**config.mk**
```make
export PLATFORM = sky130hd
export DESIGN_NAME = fetch_sequencer
export DESIGN_NICKNAME = d
export VERILOG_FILES = /design/src/rtl/fetch_pkg.sv /design/src/rtl/fetch_buffer.sv /design/src/rtl/fetch_sequencer.sv
export SDC_FILE = /design/constraint.sdc
export NUM_CORES = 1
export LEC_CHECK = 0
export ABC_AREA = 1
export CAP_MARGIN = 40
export CORE_MARGIN = 2
export CORE_UTILIZATION = 44
export DETAILED_ROUTE_END_ITERATION = 10
export GPL_TIMING_DRIVEN = 1
export PLACE_DENSITY = 0.8
export SYNTH_ARGS = -nofsm -noshare
export SYNTH_HDL_FRONTEND = slang
export SYNTH_SLANG_ARGS = --single-unit
```
**constraint.sdc**
```tcl
create_clock -name clk -period 2.6 [get_ports clk]
set_input_delay 0.52 -clock clk [delete_from_list [all_inputs] [get_ports clk]]
set_output_delay 0.52 -clock clk [all_outputs]
set_load 0.02 [all_outputs]
```
**src/rtl/fetch_pkg.sv**
```systemverilog
// Shared types and constants for the fetch sequencer and its one-entry fetch buffer.
package fetch_pkg;

  localparam int unsigned ADDR_W  = 8;
  localparam int unsigned INSTR_W = 32;
  localparam int unsigned PC_STEP = 4;
  localparam int unsigned CNT_W   = 16;

  localparam logic [ADDR_W-1:0]  RESET_PC   = 8'h00;
  localparam logic [ADDR_W-1:0]  ALIGN_MASK = ~ADDR_W'(3);
  localparam logic [INSTR_W-1:0] ZERO_INSTR = '0;

  typedef enum logic [1:0] {
    IDLE   = 2'd0,
    FETCH  = 2'd1,
    HALTED = 2'd2
  } state_t;

  typedef struct packed {
    logic [INSTR_W-1:0] instr;
    logic [ADDR_W-1:0]  pc;
  } fetch_word_t;

  // Sequential successor; wraps modulo 2^ADDR_W.
  function automatic logic [ADDR_W-1:0] next_pc(input logic [ADDR_W-1:0] pc);
    return pc + ADDR_W'(PC_STEP);
  endfunction

endpackage

```
**src/rtl/fetch_buffer.sv**
```systemverilog
// One-entry valid/ready fetch register; load wins over flush.
module fetch_buffer
  import fetch_pkg::*;
(
  input  logic               clk,
  input  logic               rst,
  input  logic               load,
  input  logic               flush,
  input  logic [INSTR_W-1:0] in_instr,
  input  logic [ADDR_W-1:0]  in_pc,
  output logic               valid,
  output logic [INSTR_W-1:0] instr,
  output logic [ADDR_W-1:0]  pc
);

  fetch_word_t word_q;

  always_ff @(posedge clk or posedge rst) begin
    if (rst) begin
      word_q <= '0;
      valid  <= 1'b0;
    end else if (load) begin
      word_q <= '{instr: in_instr, pc: in_pc};
      valid  <= 1'b1;
    end else if (flush) begin
      valid  <= 1'b0;
    end
  end

  assign instr = word_q.instr;
  assign pc    = word_q.pc;

endmodule

```
**src/rtl/fetch_sequencer.sv**
```systemverilog
// PC, fetch FSM and delivered-word counter feeding a one-entry fetch buffer.
// Optional halt-on-zero-word behaviour is enabled by defining FETCH_HALT_ZERO_EN.
module fetch_sequencer
  import fetch_pkg::*;
(
  input  logic               clk,
  input  logic               rst,
  input  logic               run_en,
  output logic [ADDR_W-1:0]  imem_addr,
  input  logic [INSTR_W-1:0] imem_instr,
  input  logic               redirect_valid,
  input  logic [ADDR_W-1:0]  redirect_target,
  output logic               out_valid,
  input  logic               out_ready,
  output logic [INSTR_W-1:0] out_instr,
  output logic [ADDR_W-1:0]  out_pc,
  output logic               halted,
  output logic [CNT_W-1:0]   fetch_count
);

  state_t             state;
  state_t             state_next;
  logic [ADDR_W-1:0]  pc;
  logic [CNT_W-1:0]   count_q;
  logic               take;
  logic               zero_hit;
  logic               load;
  logic               halt_take;
  logic               flush;
  logic               handshake;

  always_ff @(posedge clk or posedge rst) begin
    if (rst) state <= IDLE;
    else     state <= state_next;
  end

  // Redirect outranks every other transition; HALTED leaves only via redirect.
  always_comb begin
    state_next = state;
    case (state)
      IDLE:    if (!redirect_valid && run_en) state_next = FETCH;
      FETCH: begin
        if (redirect_valid)  state_next = FETCH;
        else if (halt_take)  state_next = HALTED;
        else if (!run_en)    state_next = IDLE;
      end
      HALTED:  if (redirect_valid) state_next = run_en ? FETCH : IDLE;
      default: state_next = IDLE;
    endcase
  end

  always_comb begin
    take      = (state == FETCH) && (!out_valid || out_ready) && !redirect_valid;
`ifdef FETCH_HALT_ZERO_EN
    zero_hit  = (imem_instr == ZERO_INSTR);
`else
    zero_hit  = 1'b0;
`endif
    load      = take && !zero_hit;
    halt_take = take && zero_hit;
    handshake = out_valid && out_ready;
    flush     = redirect_valid || halt_take || (handshake && !load);
  end

  always_ff @(posedge clk or posedge rst) begin
    if (rst)                 pc <= RESET_PC;
    else if (redirect_valid) pc <= redirect_target & ALIGN_MASK;
    else if (load)           pc <= next_pc(pc);
  end

  // Counts every accepted word, including one accepted while being flushed.
  always_ff @(posedge clk or posedge rst) begin
    if (rst)                           count_q <= '0;
    else if (handshake && (count_q != '1)) count_q <= count_q + CNT_W'(1);
  end

`ifdef FETCH_HALT_ZERO_EN
  always_ff @(posedge clk or posedge rst) begin
    if (rst) halted <= 1'b0;
    else     halted <= (state_next == HALTED);
  end
`else
  assign halted = 1'b0;
`endif

  assign imem_addr   = pc;
  assign fetch_count = count_q;

  fetch_buffer u_buffer (
    .clk      (clk),
    .rst      (rst),
    .load     (load),
    .flush    (flush),
    .in_instr (imem_instr),
    .in_pc    (pc),
    .valid    (out_valid),
    .instr    (out_instr),
    .pc       (out_pc)
  );

endmodule

```
-- Word level (Yosys, flattened, before mapping)
Cells that the tools add are included.
- flip-flop bits (word level): 67
- input port bits: 45
- output and inout port bits: 66
- logic and storage cells: 39
- $add $sub $neg: 2
- equality and inequality tests: 6
- mux-type cells: 10
- reductions and logical operators: 15
- operators by type and width (kind ; count):
    $add A16 B1 Y16 const B ; 1
    $mux W8 ; 2
    $ne A16 B16 Y1 const B ; 1
    $add A8 B3 Y8 const B ; 1
    $mux W2 ; 4
    $logic_and A1 B1 Y1 ; 6
    $pmux W2 S3 ; 1
    $ne A2 B2 Y1 const B ; 2
    $reduce_bool A2 Y1 ; 2
    $logic_not A1 Y1 ; 3
    $mux W1 ; 3
    $ne A3 B3 Y1 const B ; 1
    $reduce_and A3 Y1 ; 1
    $eq A2 B1 Y1 const B ; 1
    $eq A2 B2 Y1 const B ; 1
    $logic_not A2 Y1 ; 1
    $logic_or A1 B1 Y1 ; 2

-- Depth between registers and ports, before layout
- depth in word-level cells: 9
- mapped depth: 9
- depth with buffers taken out: 9

-- Hierarchy
From an unflattened synthesis, not the netlist that was laid out.
- cell total of the unflattened synthesis: 376
- area total of the unflattened synthesis: 3128.0 µm²
- by module, submodules not included (module ; instances ; cells an instance ; area an instance (µm²) ; sequential area each (µm²)):
    fetch_buffer ; 1 ; 175 ; 1667.8 ; 1026.0
    fetch_sequencer ; 1 ; 201 ; 1460.2 ; 575.6

-- Worst setup path before layout
OpenSTA, ideal clock, no wires.
- path type: register to register
- from: register count_q[1] (netlist: fetch_count[1])
- to: register count_q[9] (netlist: fetch_count[9])
- library setup time: 0.117 ns
- data arrival time: 1.395 ns
- data required time: 2.483 ns
- setup slack: 1.088 ns
- cell stages (with the launch flop): 10
- path buffers: 1
- clock period less this slack: 1.512 ns
- cell sequence: dfrtp_1 ha_1 nand3_4 inv_2 nand2_2 nor2_2 nor2_2 buf_6 nand2_1 nand2_1
- word-level cells in the longest chain between the ends: 2
- elaborated cells between the ends (all ways): 3
- classes of those cells: add/sub: 1; eq/ne: 1; reduce/logical: 1
- RTL lines (what ; RTL line ; source):
    start, declared ; fetch_sequencer.sv:24 ; logic [CNT_W-1:0] count_q;
    start signal, assigned ; fetch_sequencer.sv:74 ; else if (handshake && (count_q != '1)) count_q <= count_q + CNT_W'(1);
    parallel branches: the longest is 2 deep, another holds $add A16 B1 Y16 ; - ;
Several ways; the timed one is not identified.
A chain may end at the register's enable or synchronous reset.

-- Worst setup path after layout
- from: register count_q[2] (netlist: fetch_count[2])
- to: output port fetch_count[2]
- RTL lines (what ; RTL line ; source):
    end, declared ; fetch_sequencer.sv:18 ; output logic [CNT_W-1:0] fetch_count
No word-level cell between the ends.

==> results.yml <==
setup_path:
  path_buf_inv: 1
  reg2reg_to: "fetch_count[3]"
  crit_start: "fetch_count[2]"
  path_cells: "clkdlybuf4s50_1"
  rr_startpoint: "fetch_count[0]"
  cp.depth: 1
  end_kind: "primary output"
  worstSetupPathType: "register to primary output"
  worst-path-max-fanout: 6
  rrSetupSlack_ps: 850
  arrival_ps: 1480
  cpMaxStageDelayCell: "clkdlybuf4s50_1"
  startpoint_type: "register"
  reg2reg_depth: 8
  crit_path_end: "fetch_count[2]"
  critical-path-top-delay-family: "buffers and inverters"
  worstPathRequired_ps: 2080
  cpPeakStageDelay_ps: 660
sta:
  finalCritPeriodShare: 0.7702
  setup_viol: 0
  max_freq_mhz: 499.4
  clock_skew_ps: 7.821
  slew_headroom: 0.5891
  hold_violations: 0
  post-route-min-period_ps: 2002
  slew_violations: 0
  finalSetupTns_ps: 0
  rsz0062_at_grt: "false"
  tightestPinTransition_ps: 616.4
route:
  wl_per_cell_um: 13.12
  via_per_inst: 4.916
  wl_mm: 7.322
  vias: 2743
  drt_pre_antenna_iters: 6
  antenna_left: 0
  drc: 0
  drtIter0Drc: 127
yosys:
  ys_warn_count: 0
  synth.avg_cell_area_um2: 7.974
  synth_cell_types: 28
  ys_ff_latch: 62
  synth_area_mm2: 0.002950
  syn_inst: 370
  synth_seq_area_share: 0.5259
power_and_ir_drop:
  total_power_mw: 3.037
  powerDensity_mw_per_mm2: 718.9
  irDropWorstVdd_uv: 482.4
  p_leak_nw: 2.003
floorplanning:
  fp.dieW_um: 85.89
  die_area_mm2: 0.007376
  core_area_mm2: 0.006422
  die_y_um: 85.89
  start_util: 0.4594
  num_io_pins: 111
  num_rows: 29
cells_and_area:
  final_cells: 558
  area_growth_pct: 43.21
  layout_common_cells: "187 x nand2_1, 103 x clkdlybuf4s50_1, 62 x dfrtp_1, 19 x inv_1, 18 x nor2_1"
  finalNetCount: 523
  utilization: 0.6579
  final_common_cell: "nand2_1"
  antenna_cells: 0
  drive_gt1_frac: 0.08316
  fin_area_mm2: 0.004225
placement:
  dp.cells: 542
  io_buffers: 103
  postPlaceCellArea_mm2: 0.004044
  dp_hpwl_mm: 5.112
  routabilityCongestion: 0.8390
clock_tree:
  holdBufCountCts: 0
  clk_latency_ps: 340
  clockBufferDepth: 2
  clkSinkCount: 62
  post_cts_resized: 0
  cts_root_buf: "clkbuf_8"
  path_clk_slew_ps: 70
  htree_num_levels: 3
  postCtsSetupBuffers: 0
  cts_tree: "yes"
  cts_buffers: 9
global_route:
  antenna_found_initial: 0
  busiest_layer: "met2"
  grt_remaining_overflow: 0
  grt_max_degree: 63
  grt_pass1_wl_mm: 12.07
  grt_usage: 0.2107
  grt_pass1_vias: 2645
  gr-usage-met3: 0.07796
  grt.met2_usage: 0.3439
  met1_usage: 0.2454
flow_run:
  max_cap_viol_count: 0
worst_hold_path:
  worstHoldPathType: "register to register"
run_status:
  outcome: "finished clean"
[flip-flops by register name, summed over array words and instances, names as in the netlist]
register / count
state: 1
u_buffer.instr: 32
u_buffer.valid: 1
u_buffer.pc: 6
imem_addr: 6
fetch_count: 16
[worst register-to-register path, stage by stage, from the launching register on]
cell and delay, ps:
dfrtp_1 430, ha_1 270, nand3_4 140, inv_2 50, nand2_2 90, nor2_2 50
nor2_2 440, nand2_1 140, o21ai_2 90
[synthesized netlist by cell type, drive strengths merged]
cell type,instances,share of area
nand2,192,0.25
dfrtp,62,0.53
nor2,26,0.042
inv,25,0.032
nand3,15,0.034
buf,12,0.029
o21ai,9,0.018
nand4,7,0.015
xnor2,6,0.018
a21oi,3,0.0051
clkbuf,3,0.0038
ha,2,0.0085
o211ai,2,0.0051
xor2,2,0.0059
conb,1,0.0013
o21a,1,0.0025
o21bai,1,0.0025
o31ai,1,0.0025
[worst min path at each step]
stage                             startpoint                 end  cells after the start
final                     u_buffer.instr[15]  u_buffer.instr[15]                      2
after global routing      u_buffer.instr[29]  u_buffer.instr[29]                      2
after CTS                 u_buffer.instr[29]  u_buffer.instr[29]                      2
after detailed placement  u_buffer.instr[10]  u_buffer.instr[10]                      2
after global placement    u_buffer.instr[29]  u_buffer.instr[29]                      2
after floorplan                     state[0]      u_buffer.valid                      2
[final cells by class]
cell class              instances  area [um2]
clock inverters                 5       50.05
multi-input cells             272        1224
inverters                      25       93.84
well taps                      77       96.34
flip-flops and latches         62        1551
fillers                       538        2197
clock buffers                  11       131.4
repair buffers                106        1079
[metrics by stage]
step | hold WS, ps | setup WS (ps)
after floorplan | 567.1 | 538.6
after global placement | 461.3 | 431.4
after detailed placement | 464.4 | 371.4
after CTS | 480.8 | 573.6
after global routing | 496.5 | 541.3
final | 478.0 | 597.5
[report_power, final]
group | switching, mW | internal [mW] | total (mW)
Combinational | 0.493 | 0.456 | 0.949
Clock | 0.380 | 0.437 | 0.817
Sequential | 0.140 | 1.13 | 1.27
[logic make-up after synthesis]
logic type                 synth area share
and+or+nand+nor                      0.3405
DFF                                  0.5259
buffers and inverters               0.06446
AOI/OAI and AO/OA                   0.03562
xor gates and xnor gates            0.02375
adders and majority gates          0.008480
other                              0.001271
[per-layer routing]
metal	up-vias	routed length, um
met3	12	633
met5	-	0
met4	0	149
met2	96	3568
li1	1347	-
met1	1288	2971
(Power assumes the default switching activity.)
